### src/rtl/calc_controller.sv
`default_nettype none
// ============================================================================
//  Module   : calc_controller
//  Purpose  : Sequencing controller for the lab calculator. Synchronizes and
//             debounces the raw add pushbutton, runs the ID/calculator mode
//             FSM, owns the 4-bit two's-complement accumulator with its
//             overflow flag, and schedules the four multiplexed SSD digits.
//  Ports    : Clk        - system clock, rising edge
//             reset      - synchronous, active-high
//             add        - raw pushbutton, asynchronous to Clk
//             data_in    - 4-bit two's-complement operand (switches)
//             id_in      - four BCD digits shown in ID mode, [15:12] leftmost
//             sum        - accumulator, two's complement
//             overflow   - signed overflow of the most recent accepted add
//             add_pulse  - one-cycle strobe per accepted press
//             calc_mode  - 0 = ID mode, 1 = calculator mode
//             AN         - digit anodes, active-low, one-cold
//             digit      - SSD code: 0-15 hex, 16 = minus, 17 = blank
//  Revision : 1.0 - initial release
// ============================================================================
module calc_controller #(
    parameter int DEBOUNCE_CYCLES = 1000000,
    parameter int SCAN_DIV        = 100000
) (
    input  logic        Clk,
    input  logic        reset,
    input  logic        add,
    input  logic [3:0]  data_in,
    input  logic [15:0] id_in,
    output logic [3:0]  sum,
    output logic        overflow,
    output logic        add_pulse,
    output logic        calc_mode,
    output logic [3:0]  AN,
    output logic [4:0]  digit
);

    localparam int c_DB_W   = (DEBOUNCE_CYCLES > 1) ? $clog2(DEBOUNCE_CYCLES) : 1;
    localparam int c_SCAN_W = (SCAN_DIV > 1) ? $clog2(SCAN_DIV) : 1;

    localparam logic [c_DB_W-1:0]   c_db_last   = c_DB_W'(DEBOUNCE_CYCLES - 1);
    localparam logic [c_SCAN_W-1:0] c_scan_last = c_SCAN_W'(SCAN_DIV - 1);
    localparam logic [4:0]          c_dig_minus = 5'd16;
    localparam logic [4:0]          c_dig_blank = 5'd17;

    typedef enum logic [1:0] {
        BTN_IDLE       = 2'd0,
        BTN_PRESS_WAIT = 2'd1,
        BTN_HELD       = 2'd2,
        BTN_REL_WAIT   = 2'd3
    } btn_state_t;

    typedef enum logic [0:0] {
        MODE_ID   = 1'b0,
        MODE_CALC = 1'b1
    } mode_state_t;

    // ------------------------------------------------------------------
    // Two-flop synchronizer for the asynchronous button
    // ------------------------------------------------------------------
    logic r_add_meta;
    logic r_add_s;

    always_ff @(posedge Clk) begin
        if (reset) begin
            r_add_meta <= 1'b0;
            r_add_s    <= 1'b0;
        end else begin
            r_add_meta <= add;
            r_add_s    <= r_add_meta;
        end
    end

    // ------------------------------------------------------------------
    // Button debounce FSM
    // ------------------------------------------------------------------
    btn_state_t         r_btn_state;
    btn_state_t         w_btn_next;
    logic [c_DB_W-1:0]  r_db_cnt;
    logic [c_DB_W-1:0]  w_db_cnt_next;
    logic               r_add_pulse;
    logic               w_pulse_next;

    always_ff @(posedge Clk) begin
        if (reset) begin
            r_btn_state <= BTN_IDLE;
            r_db_cnt    <= '0;
            r_add_pulse <= 1'b0;
        end else begin
            r_btn_state <= w_btn_next;
            r_db_cnt    <= w_db_cnt_next;
            r_add_pulse <= w_pulse_next;
        end
    end

    always_comb begin
        w_btn_next    = r_btn_state;
        w_db_cnt_next = r_db_cnt;
        w_pulse_next  = 1'b0;
        case (r_btn_state)
            BTN_IDLE: begin
                if (r_add_s) begin
                    w_db_cnt_next = '0;
                    w_btn_next    = BTN_PRESS_WAIT;
                end
            end
            BTN_PRESS_WAIT: begin
                if (!r_add_s) begin
                    w_btn_next = BTN_IDLE;
                end else if (r_db_cnt == c_db_last) begin
                    w_pulse_next = 1'b1;
                    w_btn_next   = BTN_HELD;
                end else begin
                    w_db_cnt_next = r_db_cnt + 1'b1;
                end
            end
            BTN_HELD: begin
                if (!r_add_s) begin
                    w_db_cnt_next = '0;
                    w_btn_next    = BTN_REL_WAIT;
                end
            end
            BTN_REL_WAIT: begin
                // Any 1 during the release window means the contact bounced
                // back closed; the press is still the same one.
                if (r_add_s) begin
                    w_btn_next = BTN_HELD;
                end else if (r_db_cnt == c_db_last) begin
                    w_btn_next = BTN_IDLE;
                end else begin
                    w_db_cnt_next = r_db_cnt + 1'b1;
                end
            end
            default: begin
                w_btn_next    = BTN_IDLE;
                w_db_cnt_next = '0;
            end
        endcase
    end

    assign add_pulse = r_add_pulse;

    // ------------------------------------------------------------------
    // Mode FSM and accumulator
    // ------------------------------------------------------------------
    mode_state_t r_mode;
    mode_state_t w_mode_next;
    logic [3:0]  r_sum;
    logic [3:0]  w_sum_next;
    logic        r_ovf;
    logic        w_ovf_next;
    logic [3:0]  w_sum_add;

    assign w_sum_add = r_sum + data_in;

    always_ff @(posedge Clk) begin
        if (reset) begin
            r_mode <= MODE_ID;
            r_sum  <= 4'd0;
            r_ovf  <= 1'b0;
        end else begin
            r_mode <= w_mode_next;
            r_sum  <= w_sum_next;
            r_ovf  <= w_ovf_next;
        end
    end

    always_comb begin
        w_mode_next = r_mode;
        w_sum_next  = r_sum;
        w_ovf_next  = r_ovf;
        if (r_add_pulse) begin
            case (r_mode)
                MODE_ID: begin
                    // First press only leaves the ID screen.
                    w_mode_next = MODE_CALC;
                end
                MODE_CALC: begin
                    w_sum_next = w_sum_add;
                    // Signed overflow: like-signed operands, result sign flips.
                    w_ovf_next = (r_sum[3] == data_in[3]) && (w_sum_add[3] != r_sum[3]);
                end
                default: begin
                    w_mode_next = MODE_ID;
                end
            endcase
        end
    end

    assign sum       = r_sum;
    assign overflow  = r_ovf;
    assign calc_mode = (r_mode == MODE_CALC);

    // ------------------------------------------------------------------
    // Display scan: one-cold anode ring advanced every SCAN_DIV cycles
    // ------------------------------------------------------------------
    logic [c_SCAN_W-1:0] r_scan_cnt;
    logic [3:0]          r_an;

    always_ff @(posedge Clk) begin
        if (reset) begin
            r_scan_cnt <= '0;
            r_an       <= 4'b1110;
        end else if (r_scan_cnt == c_scan_last) begin
            r_scan_cnt <= '0;
            r_an       <= {r_an[2:0], r_an[3]};
        end else begin
            r_scan_cnt <= r_scan_cnt + 1'b1;
        end
    end

    assign AN = r_an;

    // Magnitude of the signed sum; -8 negates to itself and reads as 8.
    logic [3:0] w_mag;
    assign w_mag = r_sum[3] ? (~r_sum + 4'd1) : r_sum;

    always_comb begin
        digit = c_dig_blank;
        if (r_mode == MODE_ID) begin
            case (r_an)
                4'b1110: digit = {1'b0, id_in[3:0]};
                4'b1101: digit = {1'b0, id_in[7:4]};
                4'b1011: digit = {1'b0, id_in[11:8]};
                4'b0111: digit = {1'b0, id_in[15:12]};
                default: digit = c_dig_blank;
            endcase
        end else begin
            case (r_an)
                4'b1110: digit = {1'b0, w_mag};
                4'b1101: digit = r_sum[3] ? c_dig_minus : c_dig_blank;
                default: digit = c_dig_blank;
            endcase
        end
    end

endmodule
`default_nettype wire

### config.mk
export PLATFORM = sky130hd
export DESIGN_NAME = calc_controller
export DESIGN_NICKNAME = d
export VERILOG_FILES = /design/src/rtl/calc_controller.sv
export SDC_FILE = /design/constraint.sdc
export NUM_CORES = 1
export LEC_CHECK = 0
export BUFFER_PORTS_ARGS = -buffer_cell sky130_fd_sc_hd__buf_2
export CORE_ASPECT_RATIO = 1.4
export CORE_MARGIN = 2
export CORE_UTILIZATION = 55
export CTS_CLUSTER_DIAMETER = 120
export CTS_CLUSTER_SIZE = 16
export DETAILED_ROUTE_END_ITERATION = 12
export GPL_TIMING_DRIVEN = 0
export PLACE_DENSITY_LB_ADDON = 0.25
export SKIP_CTS_REPAIR_TIMING = 1
export SYNTH_ARGS = -nofsm -noshare
export SYNTH_HDL_FRONTEND = slang
export SYNTH_SLANG_ARGS = --single-unit
### constraint.sdc
create_clock -name Clk -period 2.6 [get_ports Clk]
set_input_delay 0.13 -clock Clk [delete_from_list [all_inputs] [get_ports Clk]]
set_output_delay 0.13 -clock Clk [all_outputs]
set_load 0.02 [all_outputs]
Yosys cells after proc, flatten, opt, wreduce, memory -nomap -nowiden --
Index checks and enable logic that the tools add are counted. Widths: inputs -> output; s select.
Word-level totals: output and inout port bits 16, input bits 23, bits in registers 52, word-level logic and storage cells 60
Operators by class: muxes and demuxes 19, bitwise gates (word level) 3, $add $sub $neg 4, reduce and logical (&&, ||, !) cells 7, eq/ne operators 17
Operator list (number):
- $mux 20 | 5
- $pmux 20 s4 | 1
- $add 20x1->20 const B | 1
- $eq 20x20->1 const B | 1
- $pmux 5 s4 | 1
- $add 17x1->17 const B | 1
- $eq 17x17->1 const B | 1
- $eq 4x4->1 const B | 3
- $mux 2 | 6
- $pmux 5 s2 | 1
- $ne 2x2->1 const B | 4
- $pmux 2 s4 | 1
- $reduce_and 4->1 | 2
- $ne 3x3->1 const B | 2
- $mux 5 | 1
- $add 4x1->4 const B | 1
- $add 4x4->4 | 1
- $eq 2x2->1 const B | 2
- $eq 4x3->1 const B | 1
- $mux 4 | 1
- $not 4->4 | 1
- $reduce_or 3->1 | 1
- $eq 2x1->1 const B | 1
- $logic_not 2->1 | 1
- 7 further kinds | 9

Logic depth before layout (Yosys ltp) --
depth in word-level cells 5, depth in mapped cells 8, gate-level depth less buffers 7

Least setup slack after synthesis --
OpenSTA, ideal clock, no wires.
kind register -> output, start point register r_an[2] (netlist: AN[2]), end point output port digit[3], required time 2470 ps, arrival 1763 ps, path buffers 1, cell stages (with the launch flop) 7, path slack 707 ps, path through dfxtp_1 > clkbuf_1 > nor2b_1 > o21a_1 > o21ai_0 > a21o_1 > o22ai_1
On the way: longest elaborated chain between the ends 3, elaborated cells between the ends (all ways) 7, those cells by class 4 x eq/ne; 3 x mux
Ends and longest elaborated chain:
- start: declaration | RTL line 198 | logic [3:0] r_an;
- start signal: assignment | RTL line 206 | r_an <= {r_an[2:0], r_an[3]};
- $eq 4x3->1 (tied with other cells) | RTL line 221 | case (r_an)
- $pmux 5 s4 or $pmux 5 s2 (tied branches) | RTL line 221, 229
- $mux 5 * | RTL line 220 | if (r_mode == MODE_ID) begin
- end: declaration | RTL line 35 | output logic [4:0] digit
Mark *: on every way between the ends. The rest lies on a longest branch, timed or not.

Worst setup path after layout --
start point register r_an[1] (netlist: AN[1]), end point output port digit[3]
The elaborated chain is that of the path after synthesis.

==> metrics.cfg <==
[die]
die_w_um=63.5
num_rows=30
ios=39
die_area_sq_um=5540
start_util_pct=56.7
chipHeight_um=87.3
core_area_sq_um=4800

[timing]
worst_pin_slew_ps=649
setup_viol=0
finalCriticalPeriod_ps=2250
setup_slack_ps=346
hold_viol=0
drv_slew=0
rsz0062_at_grt=false
max_clock_freq_mhz=444
skew_ps=7.15
finalSetupTns_ps=0
hold_ws_ps=19.5
post-route-period-util_pct=86.7
slew_headroom_pct=56.5

[synth]
yosys.area.top_type=dfxtp_1
ys_ff_latch=52
seq_area_frac_synth_pct=38.2
syn_nets=351
synthTopCellsByCount=52 x dfxtp_1, 52 x nor2_1, 24 x nand2_1
synth_cell_types=52
synthCells=321
ys_async_sr_fraction_pct=0
synth_top_cell_area_share_pct=38.2
synth_edf_count=0
avgSynthCellArea_sq_um=8.49
ys.flop_type=dfxtp_1
synth_area_sq_um=2730
synth_area_leaders=dfxtp_1 38%, nor2_1 7.2%, xor2_1 5.5%
yosys_warnings=0

[setup_path]
path_cells=clkbuf_1 > nor2b_1 > o21a_1 > o21ai_0 > a21o_1 > o22ai_1 > buf_2
cp-end-kind=output port
cp.arrival_ps=2120
crit_type=register to output port
cpLargestDelayFamily=compound AO/OA/AOI/OAI gates
crit_slowest_cell=dfxtp_1
required_ps=2470
path_buf_inv=2
crit_fanout=10
slowest_delay_ps=340
startpoint_type=register

[route]
drt_pass1_iterations=4
first_iter_violations=88
ant_nets=0
totalWireLength_mm=5.44
vias_per_cell=5.58
avgRoutedWirePerCell_um=12.6
vias=2403
route.detailed.drc=0

[grt]
grt_start_max_net_pins=19
track_usage_pct=20.4
grt_pass1_vias=2210
grt_antenna_before_repair=0
grt_first_pass_wirelength_mm=9.28
gr-total-overflow=0

[job]
maxCapViolations=0

[placement]
dp_slack_ps=467
gp_congestion=0.886
dp_cells=423
io_buffers=38
place_area_sq_um=3000
dp_hpwl_mm=4.14

[cells_and_area]
final_area_sq_um=3090
layout.nets=396
synthToLayoutAreaGrowth_pct=13.5
instances_no_fill=431
final_layout_size_suffix_gt1_share_pct=16.3
regArea_sq_um=1040
fillers=459
antennaDiodeCount=0
multi_input_area_sq_um=1580

[cts]
cts_max_level=2
cts_buffer_depth=2
cts_tree=done
cts_root_buf=clkbuf_8
cts.sinks=52
clock_latency_ps=310
numCtsBuffers=5
clk_pin_slew_ps=100

[pwr]
ir_drop_mv=0.418
power.leakage_nw=1.18
powerDensity_nw_per_um2=443

[outcome]
status=finished clean

[min_path]
hold_class=input port to register

==> worst reg2reg max path: cells and delay by family, from the launching register on <==
family | cells | cell delay (ps)
simple gates | 5 | 1110
fa+ha+maj | 1 | 240
flops | 1 | 410
buf+inv | 2 | 300
==> logic make-up after synthesis <==
| kind of cell | Yosys count | synth area share (%) |
|---|---|---|
| buffers and inverters | 22 | 3.99 |
| muxes | 4 | 1.47 |
| and+or+nand+nor | 152 | 29.8 |
| DFF | 52 | 38.2 |
| adders and majority gates | 7 | 3.49 |
| AOI/OAI and AO/OA | 53 | 12.9 |
| xor gates and xnor gates | 31 | 10.2 |
==> flip-flops by register name (all words and copies together) (netlist names), named ones only <==
signal       flops
calc_mode        1
r_add_s          1
r_scan_cnt      17
r_db_cnt        20
add_pulse        1
r_btn_state      1
r_add_meta       1
overflow         1
sum              4
AN               4
==> metal layers <==
metal	vias up	GRT usage, %	part of all wire (%)
met5	-	0	0
met4	0	7.71	1.7
met3	8	3.62	2.8
met2	42	38.4	54
met1	1131	22.7	42
li1	1222	-	-
==> cells in the final DEF (no fill, tap or decap), drive strengths merged, types with 8 or more instances in the layout <==
cell	n
a21oi	15
clkbuf	13
xnor2	13
inv	10
buf	43
nor2	52
nand2	24
nor2b	10
xor2	18
dfxtp	52
o21ai	8
nand3	15
==> final timing paths <==
kind | from | slack (ps) | endpoint | cells past startpoint
min reg2reg | r_add_meta | 460 | r_add_s | 1
max reg2reg | r_scan_cnt[0] | 440 | r_scan_cnt[10] | 8
max | AN[1] | 350 | digit[3] | 7
min | add | 20 | r_add_meta | 2
==> final cells by class <==
type | count | area share [%]
inverter | 9 | 1.09
clock inverter | 3 | 0.890
tap | 64 | 2.59
sequential | 52 | 33.7
buffer | 13 | 2.43
timing repair buffer | 38 | 6.15
multi-input combinational | 247 | 51.0
clock buffer | 5 | 2.23
==> where the power goes <==
part / total [mW] / leakage [nW] / internal [mW] / switching (mW)
Combinational: 0.0777 / 0.715 / 0.0341 / 0.0436
Sequential: 0.808 / 0.420 / 0.802 / 0.00605
Clock: 0.485 / 0.0463 / 0.198 / 0.287
Total: 1.37 / 1.18 / 1.03 / 0.337
==> through the flow <==
step	total power [mW]	util (%)
4_1_cts	1.39	64.3
2_1_floorplan	0.872	-
6_report	1.37	64.3
3_3_place_gp	0.903	62.3
3_5_place_dp	0.904	62.3
5_1_grt	1.43	64.3
Note: power is estimated with default switching activity, not from simulation.
